[src/rtl/instruction_fetch_unit.sv]
// Fetch stage: owns the PC, drives a one-cycle-latency instruction ROM and
// hands each instruction plus its PC+1 to decode, with redirect and stall.
module instruction_fetch_unit #(
    parameter int unsigned ADDR_WIDTH = 10,
    parameter int unsigned DATA_WIDTH = 32,
    parameter logic [ADDR_WIDTH-1:0] RESET_PC = '0
) (
    input  logic                  clock,
    input  logic                  reset,
    input  logic                  stall,
    input  logic                  branch_en,
    input  logic [ADDR_WIDTH-1:0] branch_address,
    input  logic                  jump_en,
    input  logic [ADDR_WIDTH-1:0] jump_address,
    output logic [ADDR_WIDTH-1:0] imem_addr,
    input  logic [DATA_WIDTH-1:0] imem_data,
    output logic [DATA_WIDTH-1:0] instruc_reg,
    output logic [ADDR_WIDTH-1:0] PC_plus_1,
    output logic                  instr_valid
);

    logic [ADDR_WIDTH-1:0] pc_q, pc_d;
    logic [ADDR_WIDTH-1:0] resp_pc_q, resp_pc_d;
    logic                  resp_valid_q, resp_valid_d;
    logic [DATA_WIDTH-1:0] hold_q, hold_d;
    logic                  hold_active_q, hold_active_d;

    always_comb begin
        pc_d          = pc_q;
        resp_pc_d     = resp_pc_q;
        resp_valid_d  = resp_valid_q;
        hold_d        = hold_q;
        hold_active_d = hold_active_q;
        if (branch_en) begin
            pc_d          = branch_address;
            resp_valid_d  = 1'b0;
            hold_active_d = 1'b0;
        end else if (jump_en) begin
            pc_d          = jump_address;
            resp_valid_d  = 1'b0;
            hold_active_d = 1'b0;
        end else if (stall) begin
            // The ROM moves on to PC_q next cycle, so capture the shown word once
            if (!hold_active_q) begin
                hold_d        = imem_data;
                hold_active_d = 1'b1;
            end
        end else begin
            pc_d          = pc_q + ADDR_WIDTH'(1);
            resp_pc_d     = pc_q;
            resp_valid_d  = 1'b1;
            hold_active_d = 1'b0;
        end
    end

    always_ff @(posedge clock) begin
        if (reset) begin
            pc_q          <= RESET_PC;
            resp_pc_q     <= '0;
            resp_valid_q  <= 1'b0;
            hold_q        <= '0;
            hold_active_q <= 1'b0;
        end else begin
            pc_q          <= pc_d;
            resp_pc_q     <= resp_pc_d;
            resp_valid_q  <= resp_valid_d;
            hold_q        <= hold_d;
            hold_active_q <= hold_active_d;
        end
    end

    assign imem_addr   = pc_q;
    assign instr_valid = resp_valid_q;
    assign instruc_reg = !resp_valid_q ? '0 :
                         (hold_active_q ? hold_q : imem_data);
    assign PC_plus_1   = resp_valid_q ? resp_pc_q + ADDR_WIDTH'(1) : '0;

endmodule

[config.mk]
export PLATFORM = sky130hd
export DESIGN_NAME = instruction_fetch_unit
export DESIGN_NICKNAME = d
export VERILOG_FILES = /design/src/rtl/instruction_fetch_unit.sv
export SDC_FILE = /design/constraint.sdc
export NUM_CORES = 1
export LEC_CHECK = 0
export BUFFER_PORTS_ARGS = -buffer_cell sky130_fd_sc_hd__buf_2
export CAP_MARGIN = 40
export CORE_MARGIN = 5
export CORE_UTILIZATION = 25
export CTS_CLUSTER_SIZE = 20
export DETAILED_ROUTE_END_ITERATION = 10
export GPL_TIMING_DRIVEN = 0
export PLACE_DENSITY = 0.52
export SLEW_MARGIN = 15
export SYNTH_ARGS = -nofsm -noshare
export SYNTH_HDL_FRONTEND = slang
export SYNTH_SLANG_ARGS = --single-unit
[constraint.sdc]
create_clock -name clock -period 4.7 [get_ports clock]
set_clock_uncertainty 0.05 [all_clocks]
set_input_delay 0.235 -clock clock [delete_from_list [all_inputs] [get_ports clock]]
set_output_delay 0.235 -clock clock [all_outputs]
set_load 0.01 [all_outputs]
### Yosys cells after proc, flatten, opt, wreduce, memory -nomap -nowiden

Index checks and enable logic that the tools add are counted.
Widths: inputs -> output; s select.

| storage, ports and cells | value |
|---|---|
| register bits | 54 |
| output and inout bits | 53 |
| bits of input ports | 57 |

| operators by class | value |
|---|---|
| equal/unequal tests | 1 |
| $add $sub $neg | 2 |
| reductions and logical operators | 3 |
| muxes and demuxes | 7 |
| bitwise operators | 3 |

Operators by type and width:

| operator | number |
|---|---|
| $mux 32 | 2 |
| $mux 10 | 4 |
| $add 10x1->10 const B | 2 |
| $reduce_and 3->1 | 2 |
| $ne 3x1->1 const B | 1 |
| $not 1->1 | 3 |
| $reduce_or 3->1 | 1 |
| $mux 1 | 1 |

### Logic depth before layout (Yosys ltp)

Gate-level depths: netlist of the first run.

| logic depth | value |
|---|---|
| word-level depth | 4 |
| depth in mapped cells | 8 |
| mapped depth without buffers | 5 |

### Least setup slack after synthesis of the first run

Ideal clock, no wire load.

| path | value |
|---|---|
| path type | flip-flop to flip-flop |
| start point | register pc_q[0], in the netlist imem_addr[0] |
| end point | register pc_q[8], in the netlist imem_addr[8] |
| stages on the path, launching flop included | 6 |
| setup slack | 3.090 ns |
| arrival | 1.427 ns |
| required time | 4.518 ns |
| path through | dfxtp_1 ha_1 nand2_1 or4_1 a21oi_1 nor4_1 |

| between the ends | value |
|---|---|
| longest elaborated chain between the ends | 4 |

RTL lines:

| what | line | source |
|---|---|---|
| from (decl) | 22 | `logic [ADDR_WIDTH-1:0] pc_q, pc_d;` |
| from (signal assigned) | 64 | `pc_q <= pc_d;` |
| $add 10x1->10 | 49 | `pc_d = pc_q + ADDR_WIDTH'(1);` |
| $mux 10 | 42 | `end else if (stall) begin` |
| $mux 10 | 38 | `end else if (jump_en) begin` |
| $mux 10 | 34 | `if (branch_en) begin` |

Every way passes these cells. The select of a mux whose other input is x is not followed.
A chain may end at the register's enable or synchronous reset.

### Worst setup path after layout of the first run

| path | value |
|---|---|
| start point | register hold_active_q |
| end point | output port instruc_reg[21] |

| between the ends | value |
|---|---|
| longest elaborated chain between the ends | 2 |

RTL lines:

| what | line | source |
|---|---|---|
| from (decl) | 26 | `logic hold_active_q, hold_active_d;` |
| from (signal assigned) | 68 | `hold_active_q <= hold_active_d;` |
| $mux 32 | -- |  |
| $mux 32 | 74 | `assign instruc_reg = !resp_valid_q ? '0 :` |
| to (decl) | 17 | `output logic [DATA_WIDTH-1:0] instruc_reg,` |

Every way passes these cells.

==> results of run 1 <==
## final cells by class
class | instances | area [um^2] | share of cell area, %
Multi-Input combinational cell | 300 | 1650 | 44.0
Sequential cell | 54 | 1080 | 28.9
Timing Repair Buffer | 107 | 536 | 14.3
Tap cell | 143 | 179 | 4.78
Buffer | 28 | 151 | 4.04
Clock buffer | 6 | 129 | 3.44
Inverter | 4 | 15.0 | 0.401
Clock inverter | 1 | 7.51 | 0.200
## power groups by stage
stage	logic (uW)	registers [uW]	clock network (uW)
CTS	146	491	375
global placement	144	501	0
global route	162	493	388
finish	143	491	359
floorplan	82.5	499	0
detailed placement	145	501	0
## through the flow
stage | total power [uW] | cells | setup slack (ns) | utilization [%]
after global routing | 1040 | 643 | 2.43 | 32.9
after detailed placement | 646 | 636 | 2.87 | 31.7
final | 993 | 643 | 2.62 | 32.9
after global placement | 644 | 636 | 2.85 | 31.7
after floorplan | 582 | 386 | 3.09 | -
after CTS | 1010 | 643 | 2.59 | 32.9
## path summary, 6_finish.rpt
| check | from | end | slack [ns] | cells past startpoint |
|---|---|---|---|---|
| worst max-delay path | hold_active_q | instruc_reg[21] | 2.62 | 5 |
| worst min-delay path | branch_address[0] | imem_addr[0] | 0.13 | 3 |
| worst max register to register | imem_addr[0] | imem_addr[8] | 2.82 | 5 |
| worst min register to register | hold_q[29] | hold_q[29] | 0.40 | 2 |
## state kept, by name, indices dropped and copies added (netlist names)
name / count
hold_q: 32
resp_pc_q: 10
imem_addr: 10
instr_valid: 1
hold_active_q: 1
## Yosys cell counts, drive strengths merged, types with 3 or more instances
cell and instances:
o21ai 7, xor2 7, mux2i 37, nand4 3, buf 12, nor2 53
inv 3, nand3 9, a21oi 49, xnor2 3, nand2 93, dfxtp 54
a22oi 3, clkbuf 16
## metal layers
layer / vias up / global-route usage [%] / wire length, um / share of wire (%)
met5: - / 0 / 0 / 0
met4: 0 / 3.37 / 146 / 1.6
met1: 1331 / 15.9 / 4050 / 46
li1: 1534 / - / - / -
met3: 11 / 3.12 / 518 / 5.8
met2: 85 / 21.1 / 4160 / 47
## layout by cell type, fill, tap and decap left out, types with 5 or more instances in the layout
master and instances:
buf_2 114, nand2_1 93, dfxtp_1 54, nor2_1 52, a21oi_1 49, mux2i_1 37, clkbuf_1 17, nand3_1 9
xor2_1 7, o21ai_0 7, buf_6 5, clkbuf_16 5
## cells by family after synthesis
| group | after synthesis | share of synthesized area [%] |
|---|---|---|
| muxes | 37 | 12.8 |
| xor gates and xnor gates | 10 | 3.03 |
| AOI/OAI and AO/OA | 75 | 14.8 |
| DFF | 54 | 37.3 |
| and+or+nand+nor | 176 | 25.5 |
| buffers and inverters | 32 | 5.75 |
| adders and majority gates | 2 | 0.864 |
## critical path, stage by stage, from the launching register on
cell	delay [ns]
dfxtp_1	0.31
clkbuf_1	0.34
buf_2	0.41
mux2i_1	0.23
nor2_1	0.06
buf_2	0.16
==> results.yml, run 1 <==
run_status:
  outcome: "finished, final reports clean"
clock_tree:
  cts_tree: "done"
  clkLatencyLatePin_ns: 0.28
  cts_hold_buf: 0
  cts_made_buffers: 5
  cts_resized: 0
  cts-root-buf: "clkbuf_16"
  cts_sinks: 54
  postCtsSetupBuffers: 0
  clk_pin_slew_ns: 0.06
  cts_max_level: 2
  cts.path.max_buffers: 2
finish:
  n_antenna_cell: 0
  syn2layout_area_growth_pct: 29.4
  fin_area_mm2: 0.00375
  n_fill_cell: 1269
  drive_above_1_share_pct: 25.6
  fin_nets: 559
floorplan:
  std_cell_rows: 39
  die_height_um: 118
  dieWidth_um: 118
  die_area_mm2: 0.0138
  boundaryPins: 110
  coreArea_mm2: 0.0114
  initial_core_util_pct: 25.5
sta:
  min_period_over_period_pct: 44.3
  setup-tns-final_ns: 0
  rsz0062_at_grt: "false"
  slew_headroom_pct: 62.8
  worst-slew-pin-transition_ns: 0.555
  fmax_ghz: 0.480
  hold_viol: 0
  drv_slew: 0
  whs_ns: 0.133
  setup_viol: 0
  min_period_ns: 2.08
drt:
  wl_per_cell_um: 13.8
  drc_errors: 0
  wl_mm: 8.87
  vias: 2961
  antenna_left: 0
  drt-vias-per-instance: 4.60
  dr.pass1.iters: 4
  drt_iter0_markers: 132
grt:
  grt_start_max_net_pins: 16
  grt_first_pass_wirelength_mm: 14.6
  grt_pass1_vias: 2907
  grt_remaining_overflow: 0
  antenna_found_initial: 0
  grt.total_usage_pct: 12.5
synthesis:
  synth_top_area_cell: "dfxtp_1"
  yosys.cell_types.count: 42
  syn_area_mm2: 0.00290
  synthArstFlopShare_pct: 0
  ys_ff_latch: 54
  synth_top_cell_area_share_pct: 37.3
  seq_area_frac_synth_pct: 37.3
  syn_inst: 386
  synthTopCellsByArea: "dfxtp_1 37%, mux2i_1 13%, nand2_1 12%"
  ys_warn_count: 0
  synth_ff_type: "dfxtp_1"
  synth_area_per_cell_um2: 7.50
  synth_nets: 445
  synth-edff-count: 0
setup_path:
  cp_max_fo: 10
  cp-start-kind: "flop"
  worstSetupPathType: "reg2out"
  endpoint_kind: "output pin"
  critPathArrivalTime_ns: 1.80
  critical_path_required_ns: 4.41
hold_path:
  min_path_type: "in2reg"
power:
  peakVddDrop_v: 0.000160
  switchingPower_uw: 261
  p_leak_uw: 0.00154
  power_per_cell_area_mw_per_mm2: 265
  clockPowerShare_pct: 36.1
  p_comb_share_pct: 14.4
  p_int_uw: 732
  p_seq_share_pct: 49.4
  switching_share_pct: 26.3
flow_run:
  max_cap_viol_count: 0
place:
  portBuffers: 107
  place_congestion: 0.834
  placed_cell_area_mm2: 0.00361
  dp_hpwl_mm: 6.92
Note: power is estimated with default switching activity, not from simulation.
==> inputs of run 2 (changes only) <==
==> constraint.sdc (replaced) <==
create_clock -name clock -period 2 [get_ports clock]
set_clock_uncertainty 0.05 [all_clocks]
set_input_delay 0.1 -clock clock [delete_from_list [all_inputs] [get_ports clock]]
set_output_delay 0.1 -clock clock [all_outputs]
set_load 0.01 [all_outputs]
==> run 2 against run 1 <==
First-iteration DRC count is 27% higher. Critical path type is now reg2reg. Hold slack lost 0.13 ns. Power grew 140%. Wire length grew 0.38%. Sequential share of layout area fell by 0.63 points. Die area stayed put. Critical endpoint is now imem_addr[8]. Setup slack got worse by 2.5 ns. Combinational power increased by 140%. Via count is 0.74% higher. Highest routed layer unchanged.
==> results.yml, run 2 (synthesized netlist as in run 1, its figures left out) <==
run_status:
  outcome: "finished, final reports clean"
finish:
  n_antenna_cell: 0
  stdcell_count: 650
  drive_above_1_share_pct: 25.2
  fin_nets: 566
  syn2layout_area_growth_pct: 32.3
  fin_area_mm2: 0.00383
  final_common_cell: "buf_2"
  top_register: "hold_q"
  largest_reg_flops: 32
  layout_common_cells: "111 x buf_2, 93 x nand2_1, 54 x dfxtp_1"
grt:
  antenna_found_initial: 0
  grt.total_usage_pct: 12.6
  grt_remaining_overflow: 0
  grt_start_max_net_pins: 16
  grt_first_pass_wirelength_mm: 14.6
  grt_pass1_vias: 2917
flow_run:
  max_cap_viol_count: 0
clock_tree:
  cts_made_buffers: 5
  clk_pin_slew_ns: 0.07
  cts-root-buf: "clkbuf_16"
  cts_sinks: 54
  cts_tree: "done"
  cts.path.max_buffers: 2
  postCtsSetupBuffers: 0
  clkLatencyLatePin_ns: 0.28
  cts_max_level: 2
hold_path:
  worstHoldPathCells: 3
  min_path_type: "in2reg"
floorplan:
  die_area_mm2: 0.0138
  initial_core_util_pct: 25.5
  std_cell_rows: 39
  coreArea_mm2: 0.0114
  boundaryPins: 110
  dieWidth_um: 118
  die_height_um: 118
setup_path:
  critPathArrivalTime_ns: 1.99
  worstSetupPathType: "reg2reg"
  crit_slowest_cell: "dfxtp_1"
  path_delay_family: "simple AND/OR/NAND/NOR gates"
  critical_path_required_ns: 2.10
  crit_chain: "ha_1 > nand2_1 > or4_1 > a21oi_1 > nor4_1"
  path_buf_inv: 0
  reg2regPathDepth: 5
  crit_cells: 5
  max_stage_delay_ns: 0.52
  cp_max_fo: 5
  cp-start-kind: "flop"
  endpoint_kind: "flop"
drt:
  wl_per_cell_um: 13.7
  drc_errors: 0
  drt-vias-per-instance: 4.59
  wl_mm: 8.91
  antenna_left: 0
  vias: 2983
  dr.pass1.iters: 5
  drt_iter0_markers: 167
power:
  power_per_cell_area_mw_per_mm2: 613
  peakVddDrop_v: 0.000376
  p_leak_uw: 0.00157
place:
  dp.cells: 636
  dp_hpwl_mm: 6.92
  placed_cell_area_mm2: 0.00361
  portBuffers: 107
  place_congestion: 0.834
  dpl_worst_slack_ns: 0.171
sta:
  min_period_ns: 1.89
  drv_slew: 0
  rsz0062_at_grt: "false"
  min_period_over_period_pct: 94.7
  fmax_ghz: 0.528
  worst-slew-pin-transition_ns: 0.566
  setup-tns-final_ns: 0
  whs_ns: 0.00664
  worst_slack_ns: 0.106
  hold_viol: 0
  setup_viol: 0
  slew_headroom_pct: 62.3
==> run 2: cell count changes in the layout (fill, tap and decap cells not counted), sizes merged <==
cell,change
buf,-3
clkbuf,+2
dlygate4sd3,+8
==> run 2: tightest hold or removal path: cells and delay by family <==
family / cells / cell delay, ns
compound gates: 1 / 0.05
simple gates: 1 / 0.05
buf+inv: 1 / 0.10
==> run 2: area by class of cell <==
class	count	area (um^2)
timing repair buffer	115	616
clock buffer	6	129
inverter	4	15.0
fill	1266	7540
buffer	27	155
clock inverter	1	7.51
multi-input combinational	300	1650
tap	143	179
sequential	54	1080
==> run 2: worst paths after layout <==
| kind | startpoint | slack, ns | endpoint |
|---|---|---|---|
| max | imem_addr[0] | 0.11 | imem_addr[8] |
| min | imem_data[26] | 0.007 | hold_q[26] |
| max reg2reg | imem_addr[0] | 0.11 | imem_addr[8] |
| min reg2reg | hold_q[29] | 0.40 | hold_q[29] |
==> run 2: per-layer routing <==
layer,vias up,global-route usage (%),wire [um]
met1,1359,15.9,4080
met2,71,21.3,4210
met5,-,0,0
li1,1543,-,-
met4,0,3.37,140
met3,10,3.03,476
==> run 2: repair_timing <==
item,CTS,global route
hold buffers,8,0
endpoints found under the setup margin,0,30
gates resized for setup,0,3
endpoints found under the hold margin,8,0
==> run 2: power by group <==
group | switching, uW | internal, uW
clock network | 385 | 459
registers | 40.5 | 1120
logic | 191 | 157
==> run 2: metrics by stage <==
step	power [uW]	util, %
6_report	2350	33.7
5_1_grt	2470	33.7
4_1_cts	2390	33.7
3_5_place_dp	1520	31.7
3_3_place_gp	1510	31.7
2_1_floorplan	1370	-
==> inputs of run 3 (changes only) <==
--- a/config.mk
+++ b/config.mk
@@ -6,8 +6,8 @@
 export NUM_CORES = 1
 export LEC_CHECK = 0
 export BUFFER_PORTS_ARGS = -buffer_cell sky130_fd_sc_hd__buf_2
-export CAP_MARGIN = 40
-export CORE_MARGIN = 5
+export CAP_MARGIN = 20
+export CORE_MARGIN = 2
 export CORE_UTILIZATION = 25
 export CTS_CLUSTER_SIZE = 20
 export DETAILED_ROUTE_END_ITERATION = 10
==> run 3 against run 2 <==
Largest cell class unchanged. Utilization increased by 1.0 points. Highest routed layer unchanged. Hold slack hardly changed. Via count grew 2.3%. Critical path depth unchanged. Final area grew 3.0%. Global-route usage up 1.7 points.
==> results.yml, run 3 (synthesized netlist as in run 1, its figures left out) <==
power:
  peakVddDrop_v: 0.000287
  p_leak_uw: 0.00163
  power_per_cell_area_mw_per_mm2: 638
clock_tree:
  clkLatencyLatePin_ns: 0.29
  cts_tree: "done"
  cts_max_level: 2
  cts.path.max_buffers: 2
  cts-root-buf: "clkbuf_16"
  cts_sinks: 54
  cts_made_buffers: 5
  clk_pin_slew_ns: 0.06
sta:
  min_period_ns: 1.84
  rsz0062_at_grt: "false"
  worst_slack_ns: 0.163
  fmax_ghz: 0.544
  setup-tns-final_ns: 0
  drv_slew: 0
  worst-slew-pin-transition_ns: 0.592
  setup_viol: 0
  min_period_over_period_pct: 91.8
  hold_viol: 0
  slew_headroom_pct: 60.5
floorplan:
  initial_core_util_pct: 25.5
  coreArea_mm2: 0.0114
  dieWidth_um: 112
  die_area_mm2: 0.0125
  die_height_um: 112
  std_cell_rows: 39
  boundaryPins: 110
finish:
  top_register: "hold_q"
  largest_reg_flops: 32
  drive_above_1_share_pct: 25.0
  syn2layout_area_growth_pct: 36.3
  fin_util_pct: 34.7
  fin_nets: 574
  final_common_cell: "buf_2"
  n_fill_cell: 1224
  layout_common_cells: "111 x buf_2, 93 x nand2_1, 54 x dfxtp_1"
setup_path:
  critical_path_required_ns: 2.10
  cp_max_fo: 5
  cp-start-kind: "flop"
  critPathArrivalTime_ns: 1.93
  max_stage_delay_ns: 0.50
  endpoint_kind: "flop"
  path_buf_inv: 0
  crit_chain: "ha_1 > nand2_1 > or4_1 > a21oi_1 > nor4_1"
  path_delay_family: "simple AND/OR/NAND/NOR gates"
  crit_slowest_cell: "or4_1"
  reg2regPathDepth: 5
  crit_cells: 5
  worstSetupPathType: "reg2reg"
grt:
  grt.total_usage_pct: 14.3
  grt_first_pass_wirelength_mm: 14.6
  grt_start_max_net_pins: 16
  antenna_found_initial: 1
  grt_remaining_overflow: 0
  grt_pass1_vias: 3037
drt:
  drt_iter0_markers: 133
  drc_errors: 0
  antenna_left: 0
  drt-vias-per-instance: 4.63
  wl_per_cell_um: 13.5
  dr.pass1.iters: 4
  wl_mm: 8.88
  vias: 3053
place:
  portBuffers: 107
  dpl_worst_slack_ns: 0.211
  place_congestion: 0.842
  dp_hpwl_mm: 6.76
run_status:
  outcome: "finished, final reports clean"
hold_path:
  worstHoldPathCells: 3
  min_path_type: "in2reg"
flow_run:
  max_cap_viol_count: 0
[run 3: cell count changes in the layout (fill, tap and decap cells not counted)]
cell / before / now
diode_2: 0 / 1
clkbuf_8: 0 / 1
clkbuf_1: 16 / 15
clkinvlp_4: 1 / 0
bufinv_16: 0 / 1
dlygate4sd3_1: 8 / 16
[run 3: repair_timing]
action / CTS / global route
setup buffers: 0 / 0
endpoints found under the hold margin: 16 / 0
resized for setup: 0 / 3
hold buffers: 16 / 0
endpoints found under the setup margin: 0 / 29
[run 3: where the power goes]
group	switching, uW	total (uW)	leakage [uW]	internal [uW]
combinational	194	361	0.00111	167
clock	382	1000	0.0000829	618
sequential	40.0	1160	0.000440	1120
[run 3: final timing paths]
kind	from	to	slack, ns
hold / removal	branch_address[0]	imem_addr[0]	0.007
setup / recovery	imem_addr[0]	imem_addr[8]	0.16
setup reg to reg	imem_addr[0]	imem_addr[8]	0.16
hold reg to reg	hold_q[9]	hold_q[9]	0.40
[run 3: cell type report]
type	instances	area (um^2)	area share [%]
multi-input combinational	300	1650	41.8
inverter	4	15.0	0.381
antenna	1	2.50	0.0634
buffer	27	155	3.93
timing repair buffer	123	696	17.6
clock buffer	6	139	3.52
tap	143	179	4.54
clock inverter	1	30.0	0.761
sequential	54	1080	27.4
[run 3: layer usage]
layer	global-route usage [%]	share of wire [%]	vias up
li1	-	-	1562
met1	18.0	45	1399
met2	24.3	48	82
met3	2.67	4.9	10
met4	5.35	2.0	0
met5	0	0	-
[run 3: tightest hold or removal path, cell delays in order]
cell     delay (ns)
buf_2          0.08
mux2i_1        0.06
nor2_1         0.07
[run 3: through the flow]
stage	instances	power (uW)	hold WS, ns	area (um^2)
6_report	659	2520	0.00654	3950
5_1_grt	659	2650	0.00454	3950
4_1_cts	659	2560	0.000201	3940
3_5_place_dp	636	1520	0.303	3610
3_3_place_gp	636	1510	0.287	3610
2_1_floorplan	386	1370	0.186	2900
